<file path="config.mk">
export PLATFORM = sky130hd
export DESIGN_NAME = hex_display_ctrl
export DESIGN_NICKNAME = d
export VERILOG_FILES = /design/src/rtl/display_pkg.sv /design/src/rtl/hex_7seg.sv /design/src/rtl/hex_display_ctrl.sv
export SDC_FILE = /design/constraint.sdc
export NUM_CORES = 1
export LEC_CHECK = 0
export BUFFER_PORTS_ARGS = -buffer_cell sky130_fd_sc_hd__buf_2
export CAP_MARGIN = 20
export CORE_MARGIN = 10
export CORE_UTILIZATION = 55
export CTS_BUF_LIST = sky130_fd_sc_hd__clkbuf_4 sky130_fd_sc_hd__clkbuf_8
export DETAILED_ROUTE_END_ITERATION = 10
export PLACE_DENSITY_LB_ADDON = 0.08
export SLEW_MARGIN = 15
export SYNTH_ARGS = -nofsm -noshare
export SYNTH_HDL_FRONTEND = slang
export SYNTH_SLANG_ARGS = --single-unit
</file>
<file path="constraint.sdc">
create_clock -name CLOCK_50 -period 4.4 [get_ports CLOCK_50]
set_input_delay 0.88 -clock CLOCK_50 [delete_from_list [all_inputs] [get_ports CLOCK_50]]
set_output_delay 0.88 -clock CLOCK_50 [all_outputs]
set_load 0.1 [all_outputs]
</file>
<file path="src/rtl/display_pkg.sv">
// Shared encodings for the board display path: display modes and the blank codes.
package display_pkg;

    typedef enum logic [1:0] {
        MODE_STATIC   = 2'd0,
        MODE_BLINK    = 2'd1,
        MODE_SCROLL   = 2'd2,
        MODE_GAMEOVER = 2'd3
    } mode_e;

    localparam logic [6:0] SEG_BLANK    = 7'h7F;
    localparam logic [3:0] NIBBLE_BLANK = 4'hF;

endpackage

</file>
<file path="src/rtl/hex_7seg.sv">
// Nibble to active-low seven-segment glyph (bit 0 = segment a); code F is blank.
module hex_7seg
    import display_pkg::*;
(
    input  logic [3:0] hex,
    output logic [6:0] seg
);

    always_comb begin
        seg = SEG_BLANK;
        case (hex)
            4'h0: seg = 7'h40;
            4'h1: seg = 7'h79;
            4'h2: seg = 7'h24;
            4'h3: seg = 7'h30;
            4'h4: seg = 7'h19;
            4'h5: seg = 7'h12;
            4'h6: seg = 7'h02;
            4'h7: seg = 7'h78;
            4'h8: seg = 7'h00;
            4'h9: seg = 7'h10;
            4'hA: seg = 7'h08;
            4'hB: seg = 7'h03;
            4'hC: seg = 7'h46;
            4'hD: seg = 7'h21;
            4'hE: seg = 7'h06;
            default: seg = SEG_BLANK;
        endcase
    end

endmodule

</file>
<file path="src/rtl/hex_display_ctrl.sv">
// Latches hex digits and an LED pattern, then drives the seven-segment and LED pins
// in static, blink, scroll or game-over flash mode. All pins are registered.
module hex_display_ctrl
    import display_pkg::*;
#(
    parameter int NUM_DIGITS = 6,
    parameter int NUM_LEDS   = 10,
    parameter int BLINK_DIV  = 25000000,
    parameter int SCROLL_DIV = 12500000
) (
    input  logic                    CLOCK_50,
    input  logic                    reset,
    input  logic                    load,
    input  logic [4*NUM_DIGITS-1:0] digit_in,
    input  logic [NUM_DIGITS-1:0]   blank_in,
    input  logic [NUM_LEDS-1:0]     led_in,
    input  logic [1:0]              mode,
    output logic [7*NUM_DIGITS-1:0] HEX_OUT,
    output logic [NUM_LEDS-1:0]     LEDR,
    output logic                    step_tick
);

    localparam int MAX_DIV = (BLINK_DIV > SCROLL_DIV) ? BLINK_DIV : SCROLL_DIV;
    localparam int CNT_W   = $clog2(MAX_DIV);
    localparam int OFF_W   = (NUM_DIGITS > 1) ? $clog2(NUM_DIGITS) : 1;
    localparam int LED_W   = (NUM_LEDS > 1) ? $clog2(NUM_LEDS) : 1;

    localparam logic [CNT_W-1:0] BLINK_LAST  = CNT_W'(BLINK_DIV - 1);
    localparam logic [CNT_W-1:0] SCROLL_LAST = CNT_W'(SCROLL_DIV - 1);
    localparam logic [OFF_W-1:0] OFF_LAST    = OFF_W'(NUM_DIGITS - 1);
    localparam logic [LED_W-1:0] LED_LAST    = LED_W'(NUM_LEDS - 1);

    logic [3:0]            dig_sh [NUM_DIGITS];
    logic [NUM_DIGITS-1:0] blank_sh;
    logic [NUM_LEDS-1:0]   led_sh;

    logic [CNT_W-1:0] cnt;
    logic             phase;
    logic [OFF_W-1:0] offset;
    logic [LED_W-1:0] led_idx;
    mode_e            mode_q;

    logic             clr;
    logic             wrap;
    logic [CNT_W-1:0] div_last;

    logic [3:0]            nib_sel_p0 [NUM_DIGITS];
    logic [NUM_DIGITS-1:0] blk_sel_p0;
    logic [6:0]            seg_raw_p0 [NUM_DIGITS];
    logic [7*NUM_DIGITS-1:0] hex_p0;
    logic [NUM_LEDS-1:0]     led_p0;

    // load and a mode change share one clear; the divider only wraps when nothing clears it
    assign clr      = load || (mode != mode_q);
    assign div_last = (mode_q == MODE_SCROLL) ? SCROLL_LAST : BLINK_LAST;
    assign wrap     = (mode_q != MODE_STATIC) && (cnt == div_last) && !clr;

    // stage p0: pick the source digit for each position, rotating in SCROLL
    always_comb begin
        for (int k = 0; k < NUM_DIGITS; k++) begin
            int src;
            src = k;
            if (mode_q == MODE_SCROLL) begin
                src = k + int'(offset);
                if (src >= NUM_DIGITS) src = src - NUM_DIGITS;
            end
            nib_sel_p0[k] = dig_sh[src];
            blk_sel_p0[k] = blank_sh[src];
        end
    end

    for (genvar g = 0; g < NUM_DIGITS; g++) begin : g_dec
        hex_7seg u_dec (
            .hex (nib_sel_p0[g]),
            .seg (seg_raw_p0[g])
        );
    end

    always_comb begin
        hex_p0 = '1;
        for (int k = 0; k < NUM_DIGITS; k++) begin
            if (!blk_sel_p0[k] && !(mode_q == MODE_BLINK && phase))
                hex_p0[7*k +: 7] = seg_raw_p0[k];
        end

        led_p0 = '0;
        case (mode_q)
            MODE_STATIC: led_p0 = led_sh;
            MODE_BLINK:  led_p0 = phase ? '0 : led_sh;
            MODE_SCROLL: begin
                for (int i = 0; i < NUM_LEDS; i++)
                    led_p0[i] = (led_idx == LED_W'(i));
            end
            default:     led_p0 = phase ? '0 : '1;
        endcase
    end

    // stage p1: shadow, divider and state updates plus the registered pins
    always_ff @(posedge CLOCK_50) begin
        if (reset) begin
            for (int k = 0; k < NUM_DIGITS; k++) dig_sh[k] <= NIBBLE_BLANK;
            blank_sh  <= '1;
            led_sh    <= '0;
            cnt       <= '0;
            phase     <= 1'b0;
            offset    <= '0;
            led_idx   <= '0;
            mode_q    <= MODE_STATIC;
            HEX_OUT   <= '1;
            LEDR      <= '0;
            step_tick <= 1'b0;
        end else begin
            mode_q    <= mode_e'(mode);
            HEX_OUT   <= hex_p0;
            LEDR      <= led_p0;
            step_tick <= wrap;

            if (load) begin
                for (int k = 0; k < NUM_DIGITS; k++) dig_sh[k] <= digit_in[4*k +: 4];
                blank_sh <= blank_in;
                led_sh   <= led_in;
            end

            if (clr) begin
                cnt     <= '0;
                phase   <= 1'b0;
                offset  <= '0;
                led_idx <= '0;
            end else if (mode_q == MODE_STATIC) begin
                cnt <= '0;
            end else if (wrap) begin
                cnt <= '0;
                if (mode_q == MODE_SCROLL) begin
                    // led_idx tracks offset mod NUM_LEDS and restarts whenever offset does
                    if (offset == OFF_LAST) begin
                        offset  <= '0;
                        led_idx <= '0;
                    end else begin
                        offset  <= offset + 1'b1;
                        led_idx <= (led_idx == LED_LAST) ? '0 : led_idx + 1'b1;
                    end
                end else begin
                    phase <= ~phase;
                end
            end else begin
                cnt <= cnt + 1'b1;
            end
        end
    end

endmodule

</file>
# [After elaboration in Yosys (flattened, before gate mapping)]
# Memory sizes are Yosys's and may differ from the RTL's. A register that Yosys moved wholly into a read port is not among the register bits.
# Index checks and enable logic that the tools add are counted.
[totals] regBits=62 mem_bits_rw=24 rom_bits=672 out_inout_bits=53 memories=7
[op_classes] add_sub_neg=14 order_cmp=12 eq_ne=14 muxes=48 bitwise_logic=15 n_reduce_logical=31
[mem_list] name="(name not given)" words=16 word_bits=7 rd=1 rd_clocked_by_memory_dff=1 wr=0 line="hex_7seg.sv:11" rtl="case (hex)"
[mem_list] name="(name not given)" words=16 word_bits=7 rd=1 rd_clocked_by_memory_dff=1 wr=0 line="hex_7seg.sv:11"
[mem_list] name="(name not given)" words=16 word_bits=7 rd=1 rd_clocked_by_memory_dff=1 wr=0 line="hex_7seg.sv:11"
[mem_list] name="(name not given)" words=16 word_bits=7 rd=1 rd_clocked_by_memory_dff=1 wr=0 line="hex_7seg.sv:11"
[mem_list] name="(name not given)" words=16 word_bits=7 rd=1 rd_clocked_by_memory_dff=1 wr=0 line="hex_7seg.sv:11"
[mem_list] name="(name not given)" words=16 word_bits=7 rd=1 rd_clocked_by_memory_dff=1 wr=0 line="hex_7seg.sv:11"
[mem_list] name="1 more memories"
[ops] operator="$mux W32" count=12
[ops] operator="$lt A32 B5 Y1 const B" count=6
[ops] operator="$mux W4" count=8
[ops] operator="$pmux W10 S3" count=1
[ops] operator="$add A25 B1 Y25 const B" count=1
[ops] operator="$eq A25 B25 Y1" count=1
[ops] operator="$mux W25" count=1
[ops] operator="$sub A4 B3 Y5 const B" count=5
[ops] operator="$ge A4 B3 Y1 const B" count=5
[ops] operator="$mux W10" count=2
[ops] operator="$bmux W1 S3" count=6
[ops] operator="$mux W1" count=17
[ops] operator="$eq A4 B3 Y1 const B" count=4
[ops] operator="$reduce_or A2 Y1" count=7
[ops] operator="$logic_and A1 B1 Y1" count=9
[ops] operator="$not A1 Y1" count=9
[ops] operator="$add A2 B3 Y4 const A" count=2
[ops] operator="$add A3 B3 Y4 const A" count=2
[ops] operator="$eq A4 B2 Y1 const B" count=2
[ops] operator="$eq A4 B4 Y1 const B" count=2
[ops] operator="$logic_not A1 Y1" count=8
[ops] operator="$or A1 B1 Y1" count=6
[ops] operator="$reduce_and A3 Y1" count=2
[ops] operator="$add A1 B3 Y4 const A" count=1
[ops] operator="other kinds (15)" count=15

# [Logic depth before layout (Yosys ltp)]
[depth] depth_word=11 mapped_depth=18 depth_no_buf=14

# [Cells and area by module]
# From an unflattened synthesis, not the netlist that was laid out.
[unflattened] hier_cells=803 area_unflattened_um2=7731.2
[modules_own_cells] module="hex_display_ctrl" n_inst=1 cells_each=638 area_per_inst_um2=6213.5
[modules_own_cells] module="hex_7seg at g_dec[1].u_dec ..." n_inst=3 cells_each=28 area_per_inst_um2=242.7
[modules_own_cells] module="hex_7seg at g_dec[0].u_dec ..." n_inst=2 cells_each=27 area_per_inst_um2=265.3
[modules_own_cells] module="hex_7seg at g_dec[3].u_dec" n_inst=1 cells_each=27 area_per_inst_um2=259.0

# [Worst setup path after synthesis]
# No wires, ideal clock.
[synth_timing] kind="reg-to-reg" startpoint="register offset[0]" endpoint="register HEX_OUT[24]" arrival_time_ps=4110 required_ps=4255 path_slack_ps=145 stages_incl_launch_ff=18 synth_period_minus_slack_ps=4255 path_cell_list="dfxtp_1 clkbuf_1 clkbuf_1 clkbuf_1 inv_1 ha_1 inv_1 ha_1 a2111oi_0 o221ai_1 clkbuf_1 nor2_1 a211o_1 inv_1 ha_1 a311o_1 o32ai_1 a2bb2oi_1"
[synth_via] elab_chain_len=11
[synth_rtl] item="start, declared" line="hex_display_ctrl.sv:39" rtl="logic [OFF_W-1:0] offset;"
[synth_rtl] item="start signal, assigned" line="hex_display_ctrl.sv:139" rtl="offset <= offset + 1'b1;"
[synth_rtl] item="$add A2 B3 Y4 (*)" line="hex_display_ctrl.sv:64" rtl="src = k + int'(offset);"
[synth_rtl] item="$sub A4 B3 Y5 or $ge A4 B3 Y1 (tied branches)" line="hex_display_ctrl.sv:65" rtl="if (src >= NUM_DIGITS) src = src - NUM_DIGITS;"
[synth_rtl] item="$mux W32 (*)" line="hex_display_ctrl.sv:65"
[synth_rtl] item="$mux W32 (*)" line="hex_display_ctrl.sv:63" rtl="if (mode_q == MODE_SCROLL) begin"
[synth_rtl] item="$bmux W1 S3" line="hex_display_ctrl.sv:68" rtl="blk_sel_p0[k] = blank_sh[src];"
[synth_rtl] item="$mux W1 (implied by the code) (2 in series)" line="hex_display_ctrl.sv:68"
[synth_rtl] item="$logic_not A1 Y1" line="hex_display_ctrl.sv:82" rtl="if (!blk_sel_p0[k] && !(mode_q == MODE_BLINK && phase))"
[synth_rtl] item="$logic_and A1 B1 Y1" line="hex_display_ctrl.sv:82"
[synth_rtl] item="$not A1 Y1 (no line)"
[synth_rtl] item="$reduce_or A2 Y1 (no line)"
[synth_rtl] item="end, declared" line="hex_display_ctrl.sv:18" rtl="output logic [7*NUM_DIGITS-1:0] HEX_OUT,"
# Mark *: on every way between the ends. The rest lies on a longest branch, timed or not. The select of a mux whose other input is x is not followed.
# A chain may end at the register's enable or synchronous reset.

# [Final worst setup path]
[layout_timing] startpoint="register offset[1]" endpoint="register HEX_OUT[24]"
# Same word-level chain as after synthesis.

==> impl_metrics.ini <==
[clock_tree]
cts_hold_buffers = 0
cts.sinks = 128
htree_levels = 4
cts_tree = done
clockRootBuffer = clkbuf_8
cts_resized = 0
cts_buffer_depth = 2
cts_inserted_buffers = 17
clkSlewWorstSetupHoldPaths_ns = 0.08
insertion_delay_ns = 0.47
cts_setup_buffers = 0

[job]
maxCapViolCount = 0

[sta]
fin_crit_sh = 0.945
maxSlewViolCount = 0
rsz0062_at_grt = no
max_freq_mhz = 241
finClkSkew_ns = 0.0134
min_period_ns = 4.16
worst_slew_pin_slew_ns = 1.04
finalHoldViolCount = 0
setup_viol = 0
slew_headroom = 0.305
tns_ns = 0

[die]
ios = 98
coreArea_sq_um = 14000
die_h_microns = 140
num_rows = 43
start_util = 0.567
fp.dieArea_sq_um = 19700
die_width_microns = 140

[final_layout]
final_util = 0.643
finalInstanceArea_sq_um = 9030
final_cell_mix = 104 x dfxtp_1, 97 x buf_2, 91 x nor2_1
area_growth_pct = 13.6
antenna_cells = 0
final_common_cell = dfxtp_1
drive_above_1_share = 0.183
nNetsFinal = 1071

[grt]
grt_pass1_wl_microns = 33300
busiest_layer = met2
use_met1 = 0.258
grt_pass1_vias = 6702
grt_util_all_layers = 0.203
grt_max_degree = 30
gr-usage-met3 = 0.0534
grt-ovfl-total = 0
use_met2 = 0.319
antenna_found_initial = 0

[critical_path]
path_cells = inv_1 -> ha_1 -> inv_1 -> ha_1 -> a2111oi_0 -> o221a_2 -> nor2_1 -> a211o_1 -> inv_1 -> ha_1 -> a311o_1 -> o32ai_1 -> a2bb2oi_1
worstPathArrival_ns = 4.49
timing.critical_path.slowest_cell_delay_ns = 0.59
ff2ff_path_depth = 13
path_max_fanout = 15
worstPathRequired_ns = 4.74
setup.worst_path.start = offset[1]$_SDFFE_PP0P_
critPathKind = flip-flop to flip-flop
cpMaxStageDelayCell = ha_1
cp-start-kind = flip-flop
crit-reg2reg-capture = HEX_OUT[24]$_SDFF_PP1_
regToRegSetupSlack_ns = 0.24
r2r_start = offset[1]$_SDFFE_PP0P_
setup.worst_path.end_class = flip-flop

[worst_hold_path]
hold_path_class = flip-flop to flip-flop
min-delay-start = cnt[0]$_SDFF_PP0_
hold_depth = 1
hold_end = cnt[0]$_SDFF_PP0_

[power_and_ir_drop]
ir_drop_uv = 215
p_leak_uw = 0.00368
p_per_area_nw_per_um2 = 336
power.total_uw = 3040

[placement]
placed_cell_area_sq_um = 8610
gp_congestion = 0.929
io_buffers = 97
hpwl_microns = 14900

[drt]
wl_microns = 20500
drtPass1Iterations = 5
num_vias = 6892
drc = 0
first_iter_violations = 452
wl_per_cell_microns = 17.5
final_antenna_net_count = 0
viasPerCell = 5.91

[synth]
synth_warnings = 0
synth_area_sq_um = 7960
netlist_top_cells_area = dfxtp_1 26%, mux2i_1 9.2%, edfxtp_1 9.1%
synth_top_cell_area_share = 0.262
yosys_register_bits = 128
avgSynthCellArea_sq_um = 8.96
synth_top_area_cell = dfxtp_1
synth_edf_count = 24
yosysUniqueCellTypes = 72
syn_inst = 888
synth_flop_cell = dfxtp_1
synth_nets = 985
synth_async_sr_flop_share = 0
yosysSeqAreaShare = 0.352

[outcome]
status = complete, no violations
## area by class of cell
| cell class | count | area, sq um |
|---|---|---|
| sequential | 128 | 2800 |
| tap | 180 | 225 |
| multi-input combinational | 682 | 4840 |
| clock buffer | 17 | 234 |
| fill | 1211 | 5010 |
| clock inverter | 15 | 189 |
| timing repair buffer | 117 | 636 |
| inverter | 28 | 105 |
## how the worst max path moves through the flow
stage / end / slack (ns) / depth (start not counted)
after global routing: HEX_OUT[24]$_SDFF_PP1_ / 0.08 / 14
after CTS: HEX_OUT[24]$_SDFF_PP1_ / 0.36 / 13
after floorplan: HEX_OUT[24]$_SDFF_PP1_ / 0.15 / 17
after detailed placement: HEX_OUT[24]$_SDFF_PP1_ / 0.38 / 13
after global placement: HEX_OUT[24]$_SDFF_PP1_ / 0.60 / 13
final: HEX_OUT[24]$_SDFF_PP1_ / 0.24 / 13
## per-layer routing
layer,vias up,share of wire,wire [microns]
met5,-,0,0
li1,3389,-,-
met3,33,0.069,1410
met4,0,0.017,342
met1,3242,0.45,9160
met2,228,0.47,9560
## synth_stat cells, types with 5 or more instances
cell      number
xnor2_1       16
ha_1          52
o311ai_0       6
a21o_1         6
inv_1         28
o221ai_1      14
nor3_1        16
and3_1        10
and2_1         5
buf_1          5
nor2b_1       19
nand4_1        7
a211oi_1      18
nor2_1        91
xor2_1        16
a21oi_1       29
a22oi_1        8
a211o_1       13
mux2_2        20
clkbuf_1      35
a31oi_1        8
dfxtp_1      104
nand2_1       63
mux2i_1       73
o211ai_1      23
o21ai_0       27
o22ai_1        7
nand3_1       27
edfxtp_1      24
nand2b_1      38
buf_2          8
## where the power goes
group	internal [uW]	switching (uW)	leakage [uW]
logic	192	449	0.00239
registers	1250	34.7	0.00107
clock network	614	497	0.000219
## kinds of logic after synthesis
family	synth area share
AOI/OAI and AO/OA	0.185
xor gates and xnor gates	0.0352
adders and majority gates	0.0818
buffers and inverters	0.0395
DFF	0.352
muxes	0.120
and+or+nand+nor	0.186
## critical path: cells and delay by family, from the launching register on
kind                     cells  cell delay [ns]
adder cells (fa/ha/maj)      3             1.13
AND/OR/NAND/NOR              1             0.06
flip-flops                   1             0.49
buffers and inverters        3             0.53
AO/OA/AOI/OAI                6             1.82
## state kept, by name (all words and copies together) (netlist names)
signal / count
phase: 1
led_idx: 4
HEX_OUT: 42
mode_q: 2
dig_sh: 24
blank_sh: 6
step_tick: 1
LEDR: 10
led_sh: 10
offset: 3
cnt: 25
## per-stage QoR
step                cells  hold WS [ns]  setup WS [ns]
CTS                  1167         0.484          0.357
global placement     1135         0.442          0.602
finish               1167         0.478          0.243
global route         1167         0.513         0.0752
floorplan             888         0.426          0.145
detailed placement   1135         0.466          0.377
Power figures use the tool's default switching activity.
